<file path="config.mk">
export PLATFORM = sky130hd
export DESIGN_NAME = madgwick_wb_sequencer_flat
export DESIGN_NICKNAME = d
export VERILOG_FILES = /design/src/rtl/madgwick_seq_pkg.sv /design/src/rtl/madgwick_wb_sequencer_if.sv /design/src/rtl/madgwick_wb_master_port.sv /design/src/rtl/madgwick_wb_sequencer.sv /design/src/flat_wrapper.sv
export SDC_FILE = /design/constraint.sdc
export NUM_CORES = 1
export LEC_CHECK = 0
export BUFFER_PORTS_ARGS = -buffer_cell sky130_fd_sc_hd__buf_2
export CAP_MARGIN = 10
export CORE_MARGIN = 1.5
export CORE_UTILIZATION = 54
export DETAILED_ROUTE_END_ITERATION = 10
export GPL_TIMING_DRIVEN = 1
export PLACE_DENSITY = 0.8
export SLEW_MARGIN = 20
export SYNTH_ARGS = -nofsm -noshare
export SYNTH_HDL_FRONTEND = slang
export SYNTH_SLANG_ARGS = --single-unit
</file>
<file path="constraint.sdc">
create_clock -name clk -period 7.6 [get_ports clk]
set_input_delay 0 -clock clk [delete_from_list [all_inputs] [get_ports clk]]
set_output_delay 0 -clock clk [all_outputs]
set_load 0.05 [all_outputs]
</file>
<file path="src/rtl/madgwick_seq_pkg.sv">
// rtl/madgwick_seq_pkg.sv - Madgwick sequencer register map, CTRL encoding and FSM states
package madgwick_seq_pkg;

    localparam int ADR_W = 6;

    localparam logic [ADR_W-1:0] ADR_CTRL = 6'h00;
    localparam logic [ADR_W-1:0] ADR_A_X  = 6'h01;
    localparam logic [ADR_W-1:0] ADR_A_Y  = 6'h05;
    localparam logic [ADR_W-1:0] ADR_A_Z  = 6'h09;
    localparam logic [ADR_W-1:0] ADR_W_X  = 6'h0D;
    localparam logic [ADR_W-1:0] ADR_W_Y  = 6'h11;
    localparam logic [ADR_W-1:0] ADR_W_Z  = 6'h15;
    localparam logic [ADR_W-1:0] ADR_Q_W  = 6'h19;
    localparam logic [ADR_W-1:0] ADR_Q_X  = 6'h1D;
    localparam logic [ADR_W-1:0] ADR_Q_Y  = 6'h21;
    localparam logic [ADR_W-1:0] ADR_Q_Z  = 6'h25;

    localparam int CTRL_ENABLE_BIT = 0;
    localparam int CTRL_START_BIT  = 1;
    localparam int CTRL_DONE_BIT   = 2;

    // 0x01: enable only; 0x03: enable + start
    localparam logic [2:0] CTRL_IDLE = 3'(1 << CTRL_ENABLE_BIT);
    localparam logic [2:0] CTRL_RUN  = 3'((1 << CTRL_ENABLE_BIT) | (1 << CTRL_START_BIT));

    typedef enum logic [2:0] {
        ST_INIT,
        ST_WAIT_SAMPLE,
        ST_WR_SENS,
        ST_WR_START,
        ST_POLL,
        ST_CLR_START,
        ST_RD_Q,
        ST_OUT
    } seq_state_t;

    function automatic logic [ADR_W-1:0] sens_adr(input logic [2:0] idx);
        case (idx)
            3'd0:    return ADR_A_X;
            3'd1:    return ADR_A_Y;
            3'd2:    return ADR_A_Z;
            3'd3:    return ADR_W_X;
            3'd4:    return ADR_W_Y;
            default: return ADR_W_Z;
        endcase
    endfunction

    function automatic logic [ADR_W-1:0] q_adr(input logic [1:0] idx);
        case (idx)
            2'd0:    return ADR_Q_W;
            2'd1:    return ADR_Q_X;
            2'd2:    return ADR_Q_Y;
            default: return ADR_Q_Z;
        endcase
    endfunction

endpackage

</file>
<file path="src/rtl/madgwick_wb_sequencer_if.sv">
// rtl/madgwick_wb_sequencer_if.sv - Wishbone bus between the sequencer (master) and madgwick_top (slave)
// Signals: adr, dat_m2s (write data), dat_s2m (read data), we, stb, cyc, ack.
interface madgwick_wb_sequencer_if #(
    parameter int DATA_W = 32
);
    logic [5:0]        adr;
    logic [DATA_W-1:0] dat_m2s;
    logic [DATA_W-1:0] dat_s2m;
    logic              we;
    logic              stb;
    logic              cyc;
    logic              ack;

    modport master (
        output adr, dat_m2s, we, stb, cyc,
        input  dat_s2m, ack
    );

    modport slave (
        input  adr, dat_m2s, we, stb, cyc,
        output dat_s2m, ack
    );
endinterface

</file>
<file path="src/rtl/madgwick_wb_master_port.sv">
// rtl/madgwick_wb_master_port.sv - single Wishbone transaction engine with idle gap and ack timeout
// Ports: clk, rst; req_i/we_i/adr_i/wdat_i request a transaction; done_o (one-cycle pulse,
// rdat_o valid with it) or timeout_o (one-cycle pulse) ends it; wb drives the bus.
module madgwick_wb_master_port
    import madgwick_seq_pkg::*;
#(
    parameter int DATA_W      = 32,
    parameter int ACK_TIMEOUT = 64
) (
    input  logic                     clk,
    input  logic                     rst,
    input  logic                     req_i,
    input  logic                     we_i,
    input  logic [ADR_W-1:0]         adr_i,
    input  logic [DATA_W-1:0]        wdat_i,
    output logic                     done_o,
    output logic [DATA_W-1:0]        rdat_o,
    output logic                     timeout_o,
    madgwick_wb_sequencer_if.master  wb
);
    localparam int TW = $clog2(ACK_TIMEOUT + 1);

    logic              stb_q;
    logic              we_q;
    logic [ADR_W-1:0]  adr_q;
    logic [DATA_W-1:0] dat_q;
    logic [DATA_W-1:0] rdat_q;
    logic [TW-1:0]     tmr_q;
    logic              gap_q;
    logic              done_q;
    logic              timeout_q;

    // gap_q is set on the same edge as done/timeout, so the requester still
    // asserting req during its completion cycle cannot start a back-to-back strobe.
    always_ff @(posedge clk) begin
        if (rst) begin
            stb_q     <= 1'b0;
            we_q      <= 1'b0;
            adr_q     <= '0;
            dat_q     <= '0;
            rdat_q    <= '0;
            tmr_q     <= '0;
            gap_q     <= 1'b0;
            done_q    <= 1'b0;
            timeout_q <= 1'b0;
        end else begin
            done_q    <= 1'b0;
            timeout_q <= 1'b0;
            gap_q     <= 1'b0;
            if (stb_q) begin
                if (wb.ack) begin
                    stb_q  <= 1'b0;
                    we_q   <= 1'b0;
                    rdat_q <= wb.dat_s2m;
                    done_q <= 1'b1;
                    gap_q  <= 1'b1;
                end else if (tmr_q == TW'(ACK_TIMEOUT - 1)) begin
                    stb_q     <= 1'b0;
                    we_q      <= 1'b0;
                    timeout_q <= 1'b1;
                    gap_q     <= 1'b1;
                end else begin
                    tmr_q <= tmr_q + 1'b1;
                end
            end else if (req_i && !gap_q) begin
                stb_q <= 1'b1;
                we_q  <= we_i;
                adr_q <= adr_i;
                dat_q <= wdat_i;
                tmr_q <= '0;
            end
        end
    end

    assign wb.cyc     = stb_q;
    assign wb.stb     = stb_q;
    assign wb.we      = we_q;
    assign wb.adr     = adr_q;
    assign wb.dat_m2s = dat_q;
    assign done_o     = done_q;
    assign rdat_o     = rdat_q;
    assign timeout_o  = timeout_q;
endmodule

</file>
<file path="src/rtl/madgwick_wb_sequencer.sv">
// rtl/madgwick_wb_sequencer.sv - runs madgwick_top over Wishbone one IMU sample at a time
// Ports: clk, rst; en_i; sample valid/ready with a_*/w_* words; q valid/ready with q_* words;
// wb (master modport); busy_o (step in progress); err_o (ack or poll timeout pulse).
module madgwick_wb_sequencer
    import madgwick_seq_pkg::*;
#(
    parameter int DATA_W      = 32,
    parameter int ACK_TIMEOUT = 64,
    parameter int POLL_MAX    = 4096
) (
    input  logic                     clk,
    input  logic                     rst,
    input  logic                     en_i,
    input  logic                     sample_valid_i,
    output logic                     sample_ready_o,
    input  logic [DATA_W-1:0]        a_x_i,
    input  logic [DATA_W-1:0]        a_y_i,
    input  logic [DATA_W-1:0]        a_z_i,
    input  logic [DATA_W-1:0]        w_x_i,
    input  logic [DATA_W-1:0]        w_y_i,
    input  logic [DATA_W-1:0]        w_z_i,
    output logic                     q_valid_o,
    input  logic                     q_ready_i,
    output logic [DATA_W-1:0]        q_w_o,
    output logic [DATA_W-1:0]        q_x_o,
    output logic [DATA_W-1:0]        q_y_o,
    output logic [DATA_W-1:0]        q_z_o,
    madgwick_wb_sequencer_if.master  wb,
    output logic                     busy_o,
    output logic                     err_o
);
    localparam int PW = $clog2(POLL_MAX + 1);

    seq_state_t        state_q, state_d;
    logic [2:0]        idx_q;
    logic [PW-1:0]     poll_cnt_q;
    logic              abort_q;
    logic              err_q;
    logic [DATA_W-1:0] s_q [6];
    logic [DATA_W-1:0] q_q [4];

    logic              bus_req, bus_we, bus_done, bus_timeout;
    logic [ADR_W-1:0]  bus_adr;
    logic [DATA_W-1:0] bus_wdat, bus_rdat;
    logic              accept, poll_last, poll_hit;

    madgwick_wb_master_port #(
        .DATA_W      (DATA_W),
        .ACK_TIMEOUT (ACK_TIMEOUT)
    ) u_port (
        .clk       (clk),
        .rst       (rst),
        .req_i     (bus_req),
        .we_i      (bus_we),
        .adr_i     (bus_adr),
        .wdat_i    (bus_wdat),
        .done_o    (bus_done),
        .rdat_o    (bus_rdat),
        .timeout_o (bus_timeout),
        .wb        (wb)
    );

    assign accept    = (state_q == ST_WAIT_SAMPLE) && en_i && sample_valid_i;
    assign poll_hit  = bus_rdat[CTRL_DONE_BIT];
    assign poll_last = (poll_cnt_q == PW'(POLL_MAX - 1));

    always_ff @(posedge clk) begin
        if (rst) state_q <= ST_INIT;
        else     state_q <= state_d;
    end

    always_comb begin
        state_d = state_q;
        if (bus_timeout) begin
            state_d = ST_INIT;
        end else begin
            case (state_q)
                ST_INIT:        if (bus_done) state_d = ST_WAIT_SAMPLE;
                ST_WAIT_SAMPLE: if (accept) state_d = ST_WR_SENS;
                ST_WR_SENS:     if (bus_done && idx_q == 3'd5) state_d = ST_WR_START;
                ST_WR_START:    if (bus_done) state_d = ST_POLL;
                ST_POLL:        if (bus_done && (poll_hit || poll_last)) state_d = ST_CLR_START;
                ST_CLR_START:   if (bus_done) state_d = abort_q ? ST_WAIT_SAMPLE : ST_RD_Q;
                ST_RD_Q:        if (bus_done && idx_q == 3'd3) state_d = ST_OUT;
                ST_OUT:         if (q_ready_i) state_d = ST_WAIT_SAMPLE;
                default:        state_d = ST_INIT;
            endcase
        end
    end

    always_comb begin
        bus_req        = 1'b0;
        bus_we         = 1'b0;
        bus_adr        = ADR_CTRL;
        bus_wdat       = '0;
        sample_ready_o = 1'b0;
        q_valid_o      = 1'b0;
        busy_o         = 1'b1;
        case (state_q)
            ST_INIT: begin
                bus_req  = 1'b1;
                bus_we   = 1'b1;
                bus_wdat = DATA_W'(CTRL_IDLE);
                busy_o   = 1'b0;
            end
            ST_WAIT_SAMPLE: begin
                sample_ready_o = en_i;
                busy_o         = 1'b0;
            end
            ST_WR_SENS: begin
                bus_req  = 1'b1;
                bus_we   = 1'b1;
                bus_adr  = sens_adr(idx_q);
                bus_wdat = s_q[idx_q];
            end
            ST_WR_START: begin
                bus_req  = 1'b1;
                bus_we   = 1'b1;
                bus_wdat = DATA_W'(CTRL_RUN);
            end
            ST_POLL:      bus_req = 1'b1;
            ST_CLR_START: begin
                bus_req  = 1'b1;
                bus_we   = 1'b1;
                bus_wdat = DATA_W'(CTRL_IDLE);
            end
            ST_RD_Q: begin
                bus_req = 1'b1;
                bus_adr = q_adr(idx_q[1:0]);
            end
            ST_OUT:       q_valid_o = 1'b1;
            default:      busy_o = 1'b0;
        endcase
    end

    always_ff @(posedge clk) begin
        if (rst) begin
            idx_q      <= '0;
            poll_cnt_q <= '0;
            abort_q    <= 1'b0;
            err_q      <= 1'b0;
            for (int i = 0; i < 6; i++) s_q[i] <= '0;
            for (int i = 0; i < 4; i++) q_q[i] <= '0;
        end else begin
            err_q <= bus_timeout;
            if (accept) begin
                s_q[0] <= a_x_i;
                s_q[1] <= a_y_i;
                s_q[2] <= a_z_i;
                s_q[3] <= w_x_i;
                s_q[4] <= w_y_i;
                s_q[5] <= w_z_i;
                idx_q  <= '0;
            end
            if (bus_done) begin
                case (state_q)
                    ST_WR_SENS:  idx_q <= (idx_q == 3'd5) ? 3'd0 : idx_q + 3'd1;
                    ST_WR_START: begin
                        poll_cnt_q <= '0;
                        abort_q    <= 1'b0;
                    end
                    ST_POLL: begin
                        if (!poll_hit) begin
                            if (poll_last) begin
                                abort_q <= 1'b1;
                                err_q   <= 1'b1;
                            end else begin
                                poll_cnt_q <= poll_cnt_q + 1'b1;
                            end
                        end
                    end
                    ST_CLR_START: idx_q <= '0;
                    ST_RD_Q: begin
                        q_q[idx_q[1:0]] <= bus_rdat;
                        idx_q           <= idx_q + 3'd1;
                    end
                    default: ;
                endcase
            end
        end
    end

    assign q_w_o = q_q[0];
    assign q_x_o = q_q[1];
    assign q_y_o = q_q[2];
    assign q_z_o = q_q[3];
    assign err_o = err_q;
endmodule

</file>
<file path="src/flat_wrapper.sv">
// flat-port wrapper written by rule: the top's interface ports become plain ports
module madgwick_wb_sequencer_flat import madgwick_seq_pkg::*;
#(
    parameter int DATA_W      = 32,
    parameter int ACK_TIMEOUT = 64,
    parameter int POLL_MAX    = 4096
)
  (clk, rst, en_i, sample_valid_i, sample_ready_o, a_x_i, a_y_i, a_z_i, w_x_i, w_y_i, w_z_i, q_valid_o, q_ready_i, q_w_o, q_x_o, q_y_o, q_z_o, busy_o, err_o, wb_adr, wb_dat_m2s, wb_we, wb_stb, wb_cyc, wb_dat_s2m, wb_ack);
  madgwick_wb_sequencer_if #(.DATA_W(DATA_W)) wb_i ();
  input  logic clk;
  input  logic rst;
  input  logic en_i;
  input  logic sample_valid_i;
  output logic sample_ready_o;
  input  logic [DATA_W-1:0] a_x_i;
  input  logic [DATA_W-1:0] a_y_i;
  input  logic [DATA_W-1:0] a_z_i;
  input  logic [DATA_W-1:0] w_x_i;
  input  logic [DATA_W-1:0] w_y_i;
  input  logic [DATA_W-1:0] w_z_i;
  output logic q_valid_o;
  input  logic q_ready_i;
  output logic [DATA_W-1:0] q_w_o;
  output logic [DATA_W-1:0] q_x_o;
  output logic [DATA_W-1:0] q_y_o;
  output logic [DATA_W-1:0] q_z_o;
  output logic busy_o;
  output logic err_o;
  output wire logic [$bits(wb_i.adr)-1:0] wb_adr;
  output wire logic [$bits(wb_i.dat_m2s)-1:0] wb_dat_m2s;
  output wire logic [$bits(wb_i.we)-1:0] wb_we;
  output wire logic [$bits(wb_i.stb)-1:0] wb_stb;
  output wire logic [$bits(wb_i.cyc)-1:0] wb_cyc;
  input wire logic [$bits(wb_i.dat_s2m)-1:0] wb_dat_s2m;
  input wire logic [$bits(wb_i.ack)-1:0] wb_ack;
  assign wb_adr = wb_i.adr;
  assign wb_dat_m2s = wb_i.dat_m2s;
  assign wb_we = wb_i.we;
  assign wb_stb = wb_i.stb;
  assign wb_cyc = wb_i.cyc;
  assign wb_i.dat_s2m = wb_dat_s2m;
  assign wb_i.ack = wb_ack;
  madgwick_wb_sequencer #(.DATA_W(DATA_W), .ACK_TIMEOUT(ACK_TIMEOUT), .POLL_MAX(POLL_MAX)) u_core (.clk(clk), .rst(rst), .en_i(en_i), .sample_valid_i(sample_valid_i), .sample_ready_o(sample_ready_o), .a_x_i(a_x_i), .a_y_i(a_y_i), .a_z_i(a_z_i), .w_x_i(w_x_i), .w_y_i(w_y_i), .w_z_i(w_z_i), .q_valid_o(q_valid_o), .q_ready_i(q_ready_i), .q_w_o(q_w_o), .q_x_o(q_x_o), .q_y_o(q_y_o), .q_z_o(q_z_o), .wb(wb_i), .busy_o(busy_o), .err_o(err_o));
endmodule
</file>
==> metrics, run 1 <==
Min-Delay Path Class in -> reg; final core occ 74.03%; critical path type reg -> reg; nature of the critical path endpoint flop; Post-synth ARST share 0%; syn_area_per_cell 13.34 µm²; Post-Route Skew 0.02663 ns; Clock Sink Count 422; Die Span X 183.5 µm; DRT iter0 DRCs 1185; layout cell share with drive strength beyond 1 28.44%; Synth Area in Compound Gates 6.646%; CP required 7.76 ns; Final setup viols 0; number of global-route vias before repair 13280; setup TNS 0 ns; fin nets 2151; Initial Utilization 55.30%; global-route wire length before repair 76320 µm; Lkg Pwr 9.378 nW; top_reg_cell synth edfxtp_1; period utilisation layout 50.72%; CTS tree built; status complete, no violations; Synth top area share 54.65%; largest family of logic cells by synthesized area simple AND/OR/NAND/NOR gates; Core Area 31800 µm²; CTS buffer count 43; Seq/Total Area, Yosys 66.26%; Syn Std Cell Area 17580 µm²; DRT Pass-1 Iters 7; final worst path period need 3.855 ns; HPWL Detailed 28400 µm; worst skew pair latency 0.55 ns; Worst setup SP type flop; area added between synthesis and finish 33.87%; Area contributors post-synth edfxtp_1 (55%), dfxtp_1 (12%), and2_1 (11%); vias post-DR 13260; H-tree depth 2; adder-cell share of the synthesized area 0.4981%; WL final 51100 µm; Final Hold Viols 0; Fmax achieved 259.4 MHz; EDFF count, synth 320; Worst-Margin Slew 1.091 ns; Post-Synth Simple-Gate Area 17.75%; WP data arrival 4.02 ns; largest net degree at the start of global routing 174; drc violations 0; Post-Synth XOR/XNOR Area 0.09962%; IO Count 403; Tot GR Track Use 29.93%; I/O Buffers 401; register bit total from synthesis 422; cell taking the most area after synthesis edfxtp_1; VDD IR max 203.5 µV; Worst-path clk slew 0.07 ns; Max Cap Viol 0; gpl congestion 0.8284; WL/cell 21.43 µm; unrepaired setup endpoints after global routing false; Site Rows 65; Slew headroom 27.05%; mux contribution to synthesized area 6.112%; CP Max Fanout 32; ANT nets after route 0; vias per cell 5.561; YS warnings 0; Die Span Y 183.5 µm; gr ovfl total 0; deepest clock path buffer count 3; Netlist cell types 69; Synthesized Nets 1555; PD cells 226.9 nW/µm²; clock root cell clkbuf_16; Total Die Area 33660 µm²; synthesized instance count 1318; initial antenna violation count 2; Final Slew Violations 0
==> cell usage after synthesis, types with 8 or more instances <==
library cell  count
a31oi_1           8
mux2_2           11
inv_1             9
a21oi_1          76
clkbuf_2         24
nand3_1           9
buf_2            19
mux4_2           32
or4_1             9
a211oi_1         16
edfxtp_1        320
nor2_1           56
nand2_1          81
clkbuf_1         40
dfxtp_1         102
and2_1          319
mux2i_1          23
a22oi_1          13
o2bb2ai_1        19
o21ai_0          17
==> sequential cells by signal, summed over array words and instances, names as in the netlist <==
| signal | cells |
|---|---|
| u_core.abort_q | 1 |
| u_core.err_o | 1 |
| u_core.idx_q | 3 |
| u_core.poll_cnt_q | 13 |
| u_core.q_q | 128 |
| u_core.s_q | 192 |
| u_core.state_q | 3 |
| u_core.u_port.done_o | 1 |
| u_core.u_port.gap_q | 1 |
| u_core.u_port.rdat_o | 32 |
| u_core.u_port.timeout_o | 1 |
| u_core.u_port.tmr_q | 7 |
| u_core.u_port.wb.adr | 5 |
| u_core.u_port.wb.cyc | 1 |
| u_core.u_port.wb.dat_m2s | 32 |
| u_core.u_port.wb.we | 1 |
==> layer usage <==
layer	routed length [µm]	GRT usage, %	up-vias	part of all wire [%]
met4	1730	9.934	2	3.4
met3	4535	5.784	121	8.9
met5	13	0	-	0.025
met2	25840	53.09	811	51
li1	-	-	5944	-
met1	18980	36.73	6380	37
==> worst max-delay path, stage by stage, from the launching register on <==
cell and delay (ns):
dfxtp_1 0.91, nand2_1 0.29, or3_1 0.54, nor3_4 0.87, or2_2 0.82
==> cell type report <==
type | instances | area, µm²
multi-input cells | 795 | 5518
inverters | 10 | 37.54
well taps | 435 | 544.3
flip-flops and latches | 422 | 11660
fillers | 1856 | 8259
clock inverters | 23 | 244.0
diodes | 1 | 2.502
repair buffers | 642 | 4393
clock buffers | 56 | 1145
==> path summary, 6_finish.rpt <==
| kind | startpoint | to | slack (ns) | cells past startpoint |
|---|---|---|---|---|
| max | u_core.state_q[1]$_SDFFE_PP0P_ | u_core.q_q[1][8]$_SDFFCE_PN0P_ | 3.75 | 4 |
| min | q_ready_i | u_core.state_q[2]$_SDFFE_PP0P_ | 0.06 | 4 |
| max reg2reg | u_core.state_q[1]$_SDFFE_PP0P_ | u_core.q_q[1][8]$_SDFFCE_PN0P_ | 3.75 | 4 |
| min reg2reg | u_core.u_port.wb.adr[5]$_SDFFE_PP0P_ | u_core.u_port.wb.adr[5]$_SDFFE_PP0P_ | 0.45 | 2 |
==> cell usage in the layout (no fill, tap or decap), types with 4 or more instances in the layout <==
master	instances
mux2_2	11
and3_1	4
a21oi_1	75
buf_2	401
or2_2	7
buf_4	11
a31oi_1	8
nand2_1	81
or3_1	4
nand2b_1	6
and4_1	4
bufinv_16	4
clkinv_2	11
nor3_1	5
a22oi_1	13
dlygate4sd3_1	229
nor2_1	54
nor4_1	4
dfxtp_1	100
inv_1	9
a211oi_1	16
clkbuf_16	43
mux2i_1	23
ha_1	7
mux4_2	32
clkinv_1	4
and2_1	319
or4_1	9
o31ai_1	7
clkbuf_1	11
edfxtp_1	320
nand3_1	9
o21ai_0	17
o2bb2ai_1	19
==> kinds of logic (layout without fill, tap and decap cells) <==
kind of cell               Yosys count  in the layout
AOI/OAI and AO/OA                  180            180
adders and majority gates            7              7
buffers and inverters              101            731
and+or+nand+nor                    539            539
DFF                                422            422
other                                1              2
xor gates and xnor gates             2              2
muxes                               66             66
==> where the power goes <==
part / switching (mW) / internal (mW)
clock network: 0.911 / 1.21
logic: 0.360 / 0.212
registers: 0.0638 / 2.59
==> timing repair <==
action,in CTS,in global routing
hold endpoints to repair,238,0
hold buffers,229,0
gates resized for setup,0,0
setup endpoints to repair,0,0
setup buffers,0,0
==> through the flow <==
step	hold slack, ns	area, µm²	instances	worst slack, ns	total power [mW]
final	0.06073	23540	2384	3.745	5.342
after global routing	0.1276	23540	2384	3.487	5.479
after detailed placement	0.2508	19850	2075	3.785	3.155
after global placement	0.2504	19850	2075	3.906	3.142
after floorplan	0.1360	17580	1318	1.683	2.996
after CTS	0.04892	23530	2383	3.768	5.295
Power figures use the tool's default switching activity.
==> run 2: changes to the inputs <==
==> constraint.sdc (replaced) <==
create_clock -name clk -period 3.7 [get_ports clk]
set_input_delay 0 -clock clk [delete_from_list [all_inputs] [get_ports clk]]
set_output_delay 0 -clock clk [all_outputs]
set_load 0.05 [all_outputs]
==> run 2 against run 1 <==
  * Sequential power increased by 110%
  * Critical path depth rose by 1
  * Flip-flop and latch count did not move
  * Non-clock buffer count grew 20
  * Wire length grew 0.15%
  * Die area is the same
  * Register-to-register slack lost 2.8 ns
  * First-iteration DRC count up 3.1%
  * Cell area rose by 0.75%
  * Highest routed layer unchanged
==> metrics, run 2 (same netlist as run 1, synthesis figures left out) <==
hold_ws 0.1009 ns (+0.04017 ns); HPWL Detailed 28560 µm (+0.57%); hold path start q_ready_i; WL final 51170 µm (+0.15%); top flop regs u_core.s_q x192, u_core.q_q x128; VDD IR max 387.7 µV (+91%); Worst setup SP type flop; Min-Delay Path Class in -> reg; DP Cell Count 2088 (+0.63%); Hold Path End u_core.state_q[1]$_SDFFE_PP0P_; Die Span X 183.5 µm (unchanged); gpl congestion 0.8518 (+2.8%); Slew headroom 25.33% (-1.7 points); Post-Route Skew 0.02600 ns (-0.0006314 ns); Critical Path Slowest Stage Cell dfxtp_1; drc violations 0 (unchanged); filler cell count 1815 (-2.2%); Total Die Area 33660 µm² (unchanged); Worst-Margin Slew 1.114 ns (+0.02324 ns); path depth of the worst reg2reg path 5 (+1); final worst path period need 2.749 ns (-1.105 ns); CTS Hold Bufs 236 (+3.1%); number of global-route vias before repair 13580 (+2.2%); n_diodes 0 (-1); Final Power 10.85 mW (+100%); Non-Filler Instances 2402 (+0.76%); Resized cells post-CTS 0 (unchanged); largest net degree at the start of global routing 65 (-63%); commonest cells after routing, fill and taps aside buf_2 (401), edfxtp_1 (320), and2_1 (319); Core Area 31800 µm² (unchanged); global-route wire length before repair 77540 µm (+1.6%); H-tree depth 2 (unchanged); status complete, no violations; critical path type reg -> reg; Max Cap Viol 0 (unchanged); Worst-path clk slew 0.07 ns (about the same); I/O Buffers 401 (unchanged); CTS tree built; nature of the critical path endpoint flop; Final Slew Violations 0 (unchanged); Place WS 1.001 ns (-2.784 ns); hold depth 5 (+1); initial antenna violation count 1 (-1); area added between synthesis and finish 34.88%; period utilisation layout 74.31% (+24 points); ANT nets after route 0 (unchanged); max reg flops 192 (unchanged); Fmax achieved 363.7 MHz (+40%); deepest clock path buffer count 3 (unchanged); final worst setup slack 0.9505 ns (-2.795 ns); CP bufs+invs 1 (+1); DRT Pass-1 Iters 5 (-2); Initial Utilization 55.30% (unchanged); layout cell share with drive strength beyond 1 28.62% (+0.18 points); unrepaired setup endpoints after global routing false; gr ovfl total 0 (unchanged); WP data arrival 3.15 ns (-0.87 ns); setup bufs post-CTS 0 (unchanged); CTS buffer count 42 (-2.3%); CP required 4.10 ns (-3.66 ns); Tot GR Track Use 30.33% (+0.40 points); Worst R2R End u_core.s_q[0][21]$_SDFFCE_PN0P_; reg-to-reg setup timing slack 0.95 ns (-2.79 ns); Clock Sink Count 422 (unchanged); area post-placement 20020 µm² (+0.82%); CP peak stage delay 0.82 ns (-0.09 ns); worst path cell trace nor3b_2 > nand3_2 > nor2_4 > buf_4 > and2_1; Lkg Pwr 9.483 nW (+1.1%); setup TNS 0 ns (unchanged); PD cells 457.6 nW/µm² (+100%); clock root cell clkbuf_16; vias post-DR 13550 (+2.2%); fin area 23720 µm² (+0.75%); CP delay by family, top simple AND/OR/NAND/NOR gates; Die Span Y 183.5 µm (unchanged); Site Rows 65 (unchanged); Final setup viols 0 (unchanged); Top reg by flops u_core.s_q; worst skew pair latency 0.55 ns (about the same); reg2reg start u_core.state_q[0]$_SDFFE_PP0P_; IO Count 403 (unchanged); final core occ 74.59% (+0.56 points); most common cell after layout, fill and taps aside buf_2; fin nets 2170 (+0.88%); DRT iter0 DRCs 1222 (+3.1%); CP Max Fanout 28 (-13%); WL/cell 21.30 µm (-0.60%); vias per cell 5.641 (+1.4%); Final Hold Viols 0 (unchanged)
==> run 2: cell count changes in the layout (fill, tap and decap cells not counted), sizes merged <==
| cell | before | now |
|---|---|---|
| buf | 413 | 426 |
| clkbuf | 56 | 51 |
| clkinv | 19 | 18 |
| clkinvlp | 1 | 3 |
| diode | 1 | 0 |
| dlygate4sd3 | 229 | 236 |
| inv | 9 | 12 |
==> run 2: cell type report <==
cell class	instances	area [µm²]	area share, %
tap	435	544.3	2.295
multi-input combinational	795	5513	23.24
inverter	10	37.54	0.1583
clock inverter	27	255.2	1.076
clock buffer	51	1085	4.574
timing repair buffer	662	4627	19.51
sequential	422	11660	49.15
==> run 2: worst max path at each step <==
stage,cells past startpoint,slack (ns),to,from
floorplan,4,0.95,u_core.s_q[0][0]$_SDFFCE_PN0P_,u_core.state_q[0]$_SDFFE_PP0P_
detailed placement,5,1.00,u_core.s_q[2][21]$_SDFFCE_PN0P_,u_core.state_q[0]$_SDFFE_PP0P_
global placement,4,1.14,u_core.q_q[1][19]$_SDFFCE_PN0P_,u_core.u_port.done_o$_SDFF_PP0_
global route,5,0.74,u_core.s_q[2][29]$_SDFFCE_PN0P_,u_core.state_q[0]$_SDFFE_PP0P_
CTS,5,1.03,u_core.s_q[0][21]$_SDFFCE_PN0P_,u_core.state_q[0]$_SDFFE_PP0P_
finish,5,0.95,u_core.s_q[0][21]$_SDFFCE_PN0P_,u_core.state_q[0]$_SDFFE_PP0P_
==> run 2: report_power, final <==
group | internal, mW | leakage, nW | switching (mW)
clock | 2.39 | 0.652 | 1.82
sequential | 5.31 | 4.14 | 0.134
combinational | 0.453 | 4.69 | 0.747
total | 8.15 | 9.48 | 2.70
==> run 2: per-layer routing <==
metal  GRT usage (%)  vias up  part of all wire (%)
li1                -     5983                     -
met1           38.08     6492                    37
met2           51.30      912                    49
met3           6.082      160                   9.5
met4           13.11        2                   4.7
met5               0        -                 0.021
==> run 2: worst min-delay path, stage by stage <==
cell and delay (ns):
buf_2 0.11, mux2i_1 0.15, a221oi_1 0.14, mux2i_1 0.12, nor2_1 0.07
==> run 3: changes to the inputs <==
==> constraint.sdc (replaced) <==
create_clock -name clk -period 2.6 [get_ports clk]
set_input_delay 0 -clock clk [delete_from_list [all_inputs] [get_ports clk]]
set_output_delay 0 -clock clk [all_outputs]
set_load 0.05 [all_outputs]
==> run 3 against run 2 <==
  * Worst hold slack got worse by 0.073 ns
  * Flip-flop and latch count did not move
  * Critical path depth did not move
  * Clock skew fell by 0.010 ns
  * Utilization rose by 0.44 points
  * Cell count rose by 0.21%
  * Non-clock buffer count rose by 2
  * Via count fell by 1.2%
  * First-iteration DRC count rose by 0.82%
  * Global-route usage fell by 0.64 points
  * Total power rose by 45%
  * Critical path type unchanged
==> metrics, run 3 (same netlist as run 1, synthesis figures left out) <==
WL final 50660 µm (-1.0%); Total Die Area 33660 µm² (unchanged); vias per cell 5.561 (-1.4%); reg2reg start u_core.state_q[0]$_SDFFE_PP0P_; Die Span Y 183.5 µm (unchanged); DRT Pass-1 Iters 5 (unchanged); reg-to-reg setup timing slack 0.39 ns (-0.56 ns); initial antenna violation count 3 (+2); I/O Buffers 401 (unchanged); Non-Filler Instances 2407 (+0.21%); Initial Utilization 55.30% (unchanged); WP data arrival 2.59 ns (-0.56 ns); Hold Path End u_core.state_q[1]$_SDFFE_PP0P_; Max Cap Viol 0 (unchanged); Final setup viols 0 (unchanged); CP required 2.98 ns (-1.12 ns); Worst R2R End u_core.s_q[4][24]$_SDFFCE_PN0P_; Post-Route Skew 0.01562 ns (-0.01037 ns); gpl congestion 0.8491 (-0.32%); critical path type reg -> reg; VDD IR max 530.9 µV (+37%); CTS buffer count 42 (unchanged); path depth of the worst reg2reg path 5 (unchanged); Worst-Margin Slew 0.9456 ns (-0.1683 ns); final worst path period need 2.214 ns (-0.5359 ns); Site Rows 65 (unchanged); fin nets 2172 (+0.092%); commonest cells after routing, fill and taps aside buf_2 (401), edfxtp_1 (320), and2_1 (319); Worst setup SP type flop; Clock Power Share 40.1% (+1.3 points); Final Power 15.77 mW (+45%); hold depth 5 (unchanged); Psw 3.841 mW (+42%); ANT nets after route 0 (unchanged); nature of the critical path endpoint flop; largest net degree at the start of global routing 193 (+200%); global-route wire length before repair 75820 µm (-2.2%); Pint 11.93 mW (+46%); DP Cell Count 2099 (+0.53%); Fmax achieved 451.8 MHz (+24%); Place WS 0.4893 ns (-0.5121 ns); IO Count 403 (unchanged); final worst setup slack 0.3865 ns (-0.5641 ns); share of power burned in registers 49.1% (-1.1 points); DRT iter0 DRCs 1232 (+0.82%); top flop regs u_core.s_q x192, u_core.q_q x128; CTS tree built; Core Area 31800 µm² (unchanged); final core occ 75.03% (+0.44 points); Worst-path clk slew 0.06 ns (about the same); status complete, no violations; PD cells 661.0 nW/µm² (+44%); Final Slew Violations 0 (unchanged); vias post-DR 13390 (-1.2%); Slew headroom 36.89% (+12 points); Die Span X 183.5 µm (unchanged); Lkg Pwr 9.545 nW (+0.65%); Final Hold Viols 0 (unchanged); most common cell after layout, fill and taps aside buf_2; WL/cell 21.05 µm (-1.2%); area added between synthesis and finish 35.68%; layout cell share with drive strength beyond 1 29.25% (+0.63 points); unrepaired setup endpoints after global routing false; max reg flops 192 (unchanged); gr ovfl total 0 (unchanged); Tot GR Track Use 29.69% (-0.64 points); period utilisation layout 85.14% (+11 points); clock root cell clkbuf_16; CP Max Fanout 192 (+590%); hold_ws 0.02768 ns (-0.07323 ns); H-tree depth 2 (unchanged); Top reg by flops u_core.s_q; setup bufs post-CTS 0 (unchanged); Sw Ratio 24.36% (-0.52 points); drc violations 0 (unchanged); number of global-route vias before repair 13450 (-0.95%); Clock Sink Count 422 (unchanged); HPWL Detailed 28250 µm (-1.1%); hold path start sample_valid_i; Min-Delay Path Class in -> reg; deepest clock path buffer count 3 (unchanged); worst skew pair latency 0.54 ns (about the same); Combinational Power Share 10.9% (-0.2 points)
==> run 3: cell count changes in the layout (fill, tap and decap cells not counted), moves of 4 or more <==
| cell | delta |
|---|---|
| dlygate4sd3_1 | -9 |
| buf_4 | +7 |
| buf_12 | +5 |
| clkbuf_8 | +5 |
| clkinv_1 | -4 |
==> run 3: timing repair <==
item,in CTS,in global routing
resized for setup,0,0
hold endpoints to repair,239,0
hold buffers,227,0
==> run 3: routing by layer <==
layer	routed length [µm]	GRT usage (%)	vias to the layer above
li1	-	-	5985
met1	18570	36.04	6420
met2	25050	51.23	838
met3	4765	6.082	141
met4	2262	13.38	2
met5	13	0	-
==> run 3: how the worst max path moves through the flow <==
stage / from / end / slack [ns]
2_1_floorplan: u_core.state_q[0]$_SDFFE_PP0P_ / u_core.s_q[0][0]$_SDFFCE_PN0P_ / -0.03
3_3_place_gp: u_core.state_q[0]$_SDFFE_PP0P_ / u_core.s_q[5][6]$_SDFFCE_PN0P_ / 0.55
3_5_place_dp: u_core.state_q[0]$_SDFFE_PP0P_ / u_core.s_q[5][13]$_SDFFCE_PN0P_ / 0.49
4_1_cts: u_core.state_q[0]$_SDFFE_PP0P_ / u_core.s_q[3][5]$_SDFFCE_PN0P_ / 0.47
5_1_grt: u_core.state_q[0]$_SDFFE_PP0P_ / u_core.s_q[2][4]$_SDFFCE_PN0P_ / 0.27
6_report: u_core.state_q[0]$_SDFFE_PP0P_ / u_core.s_q[4][24]$_SDFFCE_PN0P_ / 0.39
==> run 3: layout make-up <==
class                           instances  area [µm²]
Multi-Input combinational cell        795        5507
Fill cell                            1801        7941
Antenna cell                            3       7.507
Timing Repair Buffer                  664        4674
Clock inverter                         18       237.7
Inverter                               10       37.54
Tap cell                              435       544.3
Clock buffer                           60        1190
Sequential cell                       422       11660
==> run 3: power groups by stage <==
stage	logic, mW	clock network (mW)	registers (mW)
after CTS	1.66	6.27	7.72
after floorplan	0.513	0	8.22
final	1.71	6.32	7.74
after detailed placement	1.39	0	7.86
after global placement	1.37	0	7.84
after global routing	1.81	6.63	7.76
==> run 3: stage by stage <==
step | TNS [ns] | cell area (µm²)
6_report | 0 | 23860
5_1_grt | 0 | 23850
4_1_cts | 0 | 23850
3_5_place_dp | 0 | 20150
3_3_place_gp | 0 | 20150
2_1_floorplan | -5.707 | 17610
==> run 3: critical path, stage by stage, from the launching register on <==
cell and delay, ns:
dfxtp_4 0.50, nor3b_4 0.30, nand3_2 0.23, nor2_4 0.16, buf_12 0.43, and2_1 0.30
